`src/rtl/alu_arbiter_if.sv`:
```
// alu_arbiter_if: ALU operation type plus the requester/response/shared-ALU bundle
// between the two requesters, the arbiter and the external ALU.
package alu_arbiter_pkg;
  typedef enum logic [2:0] {ALU_ADD, ALU_SUB, ALU_AND, ALU_OR, ALU_XOR, ALU_SLL, ALU_SRL, ALU_SRA} aluop_t;
endpackage

interface alu_arbiter_if;
  import alu_arbiter_pkg::*;
  logic [1:0] req_valid, req_ready, rsp_valid, rsp_ready, rsp_zero;
  aluop_t req_op [2];
  logic [31:0] req_a [2];
  logic [31:0] req_b [2];
  logic [31:0] rsp_out [2];
  aluop_t alu_op;
  logic [31:0] alu_a, alu_b, alu_out;
  logic alu_zero;
  modport master (
    output req_valid, req_op, req_a, req_b, rsp_ready, alu_out, alu_zero,
    input  req_ready, rsp_valid, rsp_out, rsp_zero, alu_op, alu_a, alu_b
  );
  modport slave (
    input  req_valid, req_op, req_a, req_b, rsp_ready, alu_out, alu_zero,
    output req_ready, rsp_valid, rsp_out, rsp_zero, alu_op, alu_a, alu_b
  );
endinterface

```
`src/rtl/alu_arbiter.sv`:
```
// alu_arbiter: two requesters share one external ALU, one transaction in flight (IDLE/EXEC/RESP).
// Define ALU_ARB_RR_EN for round-robin contention; default is fixed priority to port 0.
module alu_arbiter
  import alu_arbiter_pkg::*;
(
  input logic CLK,
  input logic nRST,
  alu_arbiter_if.slave bus
);
  typedef enum logic [1:0] {IDLE, EXEC, RESP} state_t;
  state_t state_q;
  logic grant_q, zero_q, win, accept, exec;
  aluop_t op_q;
  logic [31:0] a_q, b_q, out_q;
`ifdef ALU_ARB_RR_EN
  logic last_q;
  assign win = &bus.req_valid ? ~last_q : bus.req_valid[1];
`else
  assign win = ~bus.req_valid[0];
`endif
  // ready is gated by reset so it drops immediately while nRST is low
  assign accept = nRST && state_q == IDLE && bus.req_valid[win];
  assign exec = state_q == EXEC;
  assign bus.req_ready = {accept & win, accept & ~win};
  assign bus.rsp_valid = {2{state_q == RESP}} & {grant_q, ~grant_q};
  assign bus.rsp_zero = bus.rsp_valid & {2{zero_q}};
  assign bus.rsp_out[0] = bus.rsp_valid[0] ? out_q : '0;
  assign bus.rsp_out[1] = bus.rsp_valid[1] ? out_q : '0;
  assign bus.alu_op = exec ? op_q : ALU_ADD;
  assign bus.alu_a = exec ? a_q : '0;
  assign bus.alu_b = exec ? b_q : '0;
  always_ff @(posedge CLK or negedge nRST) begin
    if (!nRST) begin
      state_q <= IDLE;
      grant_q <= 1'b0;
      op_q <= ALU_ADD;
      a_q <= '0;
      b_q <= '0;
      out_q <= '0;
      zero_q <= 1'b0;
`ifdef ALU_ARB_RR_EN
      last_q <= 1'b1;
`endif
    end else begin
      case (state_q)
        IDLE: if (accept) begin
          state_q <= EXEC;
          grant_q <= win;
          op_q <= bus.req_op[win];
          a_q <= bus.req_a[win];
          b_q <= bus.req_b[win];
`ifdef ALU_ARB_RR_EN
          last_q <= win;
`endif
        end
        EXEC: begin
          state_q <= RESP;
          out_q <= bus.alu_out;
          zero_q <= bus.alu_zero;
        end
        RESP: if (bus.rsp_ready[grant_q]) state_q <= IDLE;
        default: state_q <= IDLE;
      endcase
    end
  end
endmodule

```
`src/flat_wrapper.sv`:
```
// flat-port wrapper written by rule: the top's interface ports become plain ports
module alu_arbiter_flat import alu_arbiter_pkg::*;
  (CLK, nRST, bus_req_valid, bus_req_op, bus_req_a, bus_req_b, bus_rsp_ready, bus_alu_out, bus_alu_zero, bus_req_ready, bus_rsp_valid, bus_rsp_out, bus_rsp_zero, bus_alu_op, bus_alu_a, bus_alu_b);
  alu_arbiter_if bus_i ();
  input logic CLK;
  input logic nRST;
  input wire logic [$bits(bus_i.req_valid)-1:0] bus_req_valid;
  input wire logic [$bits(bus_i.req_op)-1:0] bus_req_op;
  input wire logic [$bits(bus_i.req_a)-1:0] bus_req_a;
  input wire logic [$bits(bus_i.req_b)-1:0] bus_req_b;
  input wire logic [$bits(bus_i.rsp_ready)-1:0] bus_rsp_ready;
  input wire logic [$bits(bus_i.alu_out)-1:0] bus_alu_out;
  input wire logic [$bits(bus_i.alu_zero)-1:0] bus_alu_zero;
  output wire logic [$bits(bus_i.req_ready)-1:0] bus_req_ready;
  output wire logic [$bits(bus_i.rsp_valid)-1:0] bus_rsp_valid;
  output wire logic [$bits(bus_i.rsp_out)-1:0] bus_rsp_out;
  output wire logic [$bits(bus_i.rsp_zero)-1:0] bus_rsp_zero;
  output wire logic [$bits(bus_i.alu_op)-1:0] bus_alu_op;
  output wire logic [$bits(bus_i.alu_a)-1:0] bus_alu_a;
  output wire logic [$bits(bus_i.alu_b)-1:0] bus_alu_b;
  assign bus_i.req_valid = bus_req_valid;
  assign bus_i.req_op = {>>{bus_req_op}};
  assign bus_i.req_a = {>>{bus_req_a}};
  assign bus_i.req_b = {>>{bus_req_b}};
  assign bus_i.rsp_ready = bus_rsp_ready;
  assign bus_i.alu_out = bus_alu_out;
  assign bus_i.alu_zero = bus_alu_zero;
  assign bus_req_ready = bus_i.req_ready;
  assign bus_rsp_valid = bus_i.rsp_valid;
  assign bus_rsp_out = {>>{bus_i.rsp_out}};
  assign bus_rsp_zero = bus_i.rsp_zero;
  assign bus_alu_op = bus_i.alu_op;
  assign bus_alu_a = bus_i.alu_a;
  assign bus_alu_b = bus_i.alu_b;
  alu_arbiter u_core (.CLK(CLK), .nRST(nRST), .bus(bus_i));
endmodule
```
`config.mk`:
```
export PLATFORM = sky130hd
export DESIGN_NAME = alu_arbiter_flat
export DESIGN_NICKNAME = d
export VERILOG_FILES = /design/src/rtl/alu_arbiter_if.sv /design/src/rtl/alu_arbiter.sv /design/src/flat_wrapper.sv
export SDC_FILE = /design/constraint.sdc
export NUM_CORES = 1
export LEC_CHECK = 0
export ABC_AREA = 1
export CAP_MARGIN = 30
export CORE_MARGIN = 8
export CORE_UTILIZATION = 30
export CTS_CLUSTER_SIZE = 16
export DETAILED_ROUTE_END_ITERATION = 12
export PLACE_DENSITY = 0.69
export SLEW_MARGIN = 40
export SYNTH_ARGS = -nofsm -noshare
export SYNTH_HDL_FRONTEND = slang
export SYNTH_SLANG_ARGS = --single-unit
```
`constraint.sdc`:
```
create_clock -name CLK -period 1.04 [get_ports CLK]
set_input_delay 0.104 -clock CLK [delete_from_list [all_inputs] [get_ports CLK]]
set_output_delay 0.104 -clock CLK [all_outputs]
set_load 0.05 [all_outputs]
```
==> flow_summary_export.csv <==
group,metric,value,unit
floorplan,fp.dieH,155,um
place,numPortBuffers,309,
place,place_area,11700,um2
detailed_routing,drt-initial-drc-count,248,
place,numPlacedInstances,1415,
hold_path,min_delay_path_depth,3,
synth,synth_area_leaders,"dfrtp_1, nand2_1, nor2_1",
synth,synth_edf_count,0,
worst_setup_path,path_buf_inv,2,
timing,grt_setup_unrepaired,"true",
synth,netlist_area,5760,um2
floorplan,die_w,155,um
synth,synthFlopType,"dfrtp_1",
cts,cts_tree,"built",
final_layout,nets,1406,
detailed_routing,viasPerCell,4.60,
worst_setup_path,reg2regPathDepth,10,
worst_setup_path,critPathKind,"flop to primary output",
final_layout,stdcell_area,13300,um2
worst_setup_path,reg2reg_from,"u_core.state_q[1]",
final_layout,layout-drive-gt1-share,39.2,%
worst_setup_path,worst_path_dominant_cell_family,"simple AND/OR/NAND/NOR gates",
worst_setup_path,path_max_fanout,28,
power,ir_drop,0.956,mV
timing,final.min_clock_period,1.76,ns
synth,synth.largest_area_cell,"dfrtp_1",
synth,synth_top_cell_area_share,44.7,%
detailed_routing,wl,26100,um
timing,worst_pin_slew,0.544,ns
global_route,grt-ovfl-total,0,
job,max-cap-violations,0,
worst_setup_path,arrival,1.65,ns
synth,synth_fp_nets,1060,
detailed_routing,ant_nets,0,
global_route,grt_pass1_vias,6953,
global_route,grt_pass1_wl,38500,um
worst_setup_path,cpPeakStageDelay,0.45,ns
hold_path,min_to,"u_core.grant_q",
synth,seq_area_frac_synth,44.7,%
synth,yosys.cell_count.top_type,"nand2_1",
floorplan,std_cell_rows,50,
timing,layout_setup_ws,-0.717,ns
synth,synthArstFlopShare,100,%
timing,clock.fmax,0.569,GHz
run_status,outcome,"finished, violations left",
global_route,grt.total_usage,20.6,%
timing,slew_headroom,63.8,%
synth,ys_types,15,
timing,skew,0.00589,ns
detailed_routing,wl_met1,9920,um
cts,cts_sinks,103,
floorplan,ios,310,
worst_setup_path,critPathCaptureType,"primary output",
hold_path,min_from,"nRST",
global_route,antenna_found_initial,1,
floorplan,die_area,23900,um2
detailed_routing,drcViolationCount,0,
synth,syn_inst,887,
floorplan,core_area,18800,um2
power,powerDensity,2320,nW/um2
synth,ys_top_cells_by_count,"nand2_1, nor2_1, inv_1",
detailed_routing,num_vias,6777,
final_layout,final_cells,1473,
worst_setup_path,reg2reg_setup_slack,-0.48,ns
worst_setup_path,cp-start-kind,"flop",
timing,post-route-period-util,169,%
power,power.leakage,0.00603,uW
timing,maxSlewViolCount,0,
detailed_routing,wire_per_inst,17.7,um
timing,timing.hold.ws,0.121,ns
cts,clk_pin_slew,0.07,ns
detailed_routing,first_pass_iters,4,
cts,htree_levels,3,
detailed_routing,top_layer_used,"met4",
timing,finalSetupViolCount,339,
detailed_routing,dr_wl_met2,13600,um
place,hpwl,18200,um
worst_setup_path,path_cells,"nor2_4 -> nand2_2 -> buf_12 -> nor2_2 -> buf_12",
global_route,grt_max_degree,100,
run_status,violations,"setup timing",
place,place.gp.congestion,0.826,
worst_setup_path,crit_top_cell,"buf_12",
cts,clock_latency,0.34,ns
cts,root_buffer,"clkbuf_16",
place,place_ws,-0.402,ns
cts,cts_buffers,9,
synth,yosysWarningCount,0,
cts,clock_path_buffers,2,
hold_path,min_path_type,"input port to flop",
final_layout,area_growth,131,%
floorplan,initial_core_util,30.7,%
detailed_routing,wl_met3,2150,um
timing,hold_violations,0,
synth,avgSynthCellArea,6.50,um2
worst_setup_path,cp_slowest_cell,"dfrtp_2",
synth,ys_ff_latch,103,
worst_setup_path,reg2reg_to,"u_core.b_q[14]",
worst_setup_path,crit_required,0.94,ns
==> flip-flops by register name, indices dropped and copies added, names as in the netlist <==
| signal | count |
|---|---|
| u_core.a_q | 32 |
| u_core.b_q | 32 |
| u_core.out_q | 32 |
| u_core.op_q | 3 |
| u_core.state_q | 2 |
| u_core.grant_q | 1 |
| u_core.zero_q | 1 |
==> worst min-delay path, delay by kind of cell <==
| family | cells | cell delay [ns] |
|---|---|---|
| AND/OR/NAND/NOR | 2 | 0.19 |
| buffers and inverters | 1 | 0.14 |
==> routing by layer <==
layer / vias up / track usage [%]
li1: 3319 / -
met1: 3187 / 22.7
met2: 247 / 36.8
met3: 24 / 7.19
met4: 0 / 6.16
met5: - / 0
==> what timing repair did <==
action	in CTS	in global routing
setup buffers	11	18
gates cloned	12	6
hold buffers	1	0
hold endpoints to repair	103	0
endpoints found under the setup margin	240	339
pin swaps	6	35
resized for setup	78	112
==> worst max-delay path by stage <==
stage	endpoint	start	slack (ns)	cells after the start
floorplan	bus_alu_a[24]	u_core.state_q[1]	-0.38	5
global placement	bus_alu_a[0]	u_core.state_q[1]	-0.37	6
detailed placement	u_core.a_q[10]	bus_req_valid[1]	-0.40	8
CTS	bus_alu_a[17]	u_core.state_q[1]	-0.68	7
global route	bus_rsp_out[53]	u_core.state_q[1]	-0.77	6
finish	bus_rsp_out[53]	u_core.state_q[0]	-0.72	5
==> final cells by class <==
| type | instances | area [um2] |
|---|---|---|
| timing repair buffer | 391 | 5740 |
| fill | 1344 | 5450 |
| multi-input combinational | 618 | 3970 |
| sequential | 103 | 2580 |
| inverter | 110 | 423 |
| tap | 234 | 293 |
| clock buffer | 11 | 253 |
| clock inverter | 5 | 56.3 |
| antenna | 1 | 2.50 |
==> cells in the final DEF, fill, tap and decap left out, types with 6 or more instances in the layout <==
master,netlist,final
buf_6,0,13
nor2_4,0,142
buf_12,0,162
nor2_2,1,21
nand3_1,68,22
nor2_1,169,7
clkdlybuf4s50_1,0,170
inv_1,106,103
nand2_1,344,336
buf_16,0,9
clkbuf_16,0,14
nand2_2,1,6
dfrtp_1,103,101
buf_4,14,25
a21oi_1,33,12
nand3_2,1,42
a21oi_2,0,21
==> logic make-up (layout without fill, tap and decap cells) <==
logic type / count (synthesis) / count (layout) / share of synthesized area (%)
compound gates: 33 / 33 / 2.87
simple gates: 585 / 585 / 39.8
other cells: 0 / 1 / 0
buf+inv: 166 / 517 / 12.6
flops: 103 / 103 / 44.7
==> where the power goes <==
part | internal, uW | leakage, uW | switching [uW]
combinational | 8870 | 0.00464 | 11700
sequential | 5830 | 0.00123 | 851
clock | 2000 | 0.000152 | 1550
==> per-stage QoR <==
| stage | TNS, ns | utilization, % | power, uW |
|---|---|---|---|
| 3_5_place_dp | -67.61 | 62.1 | 24300 |
| 2_1_floorplan | -39.10 | - | 16900 |
| 4_1_cts | -128.22 | 67.8 | 29900 |
| 5_1_grt | -156.77 | 70.9 | 32400 |
| 6_report | -129.58 | 70.9 | 30900 |
| 3_3_place_gp | -61.74 | 62.1 | 24000 |
(Power assumes the default switching activity.)
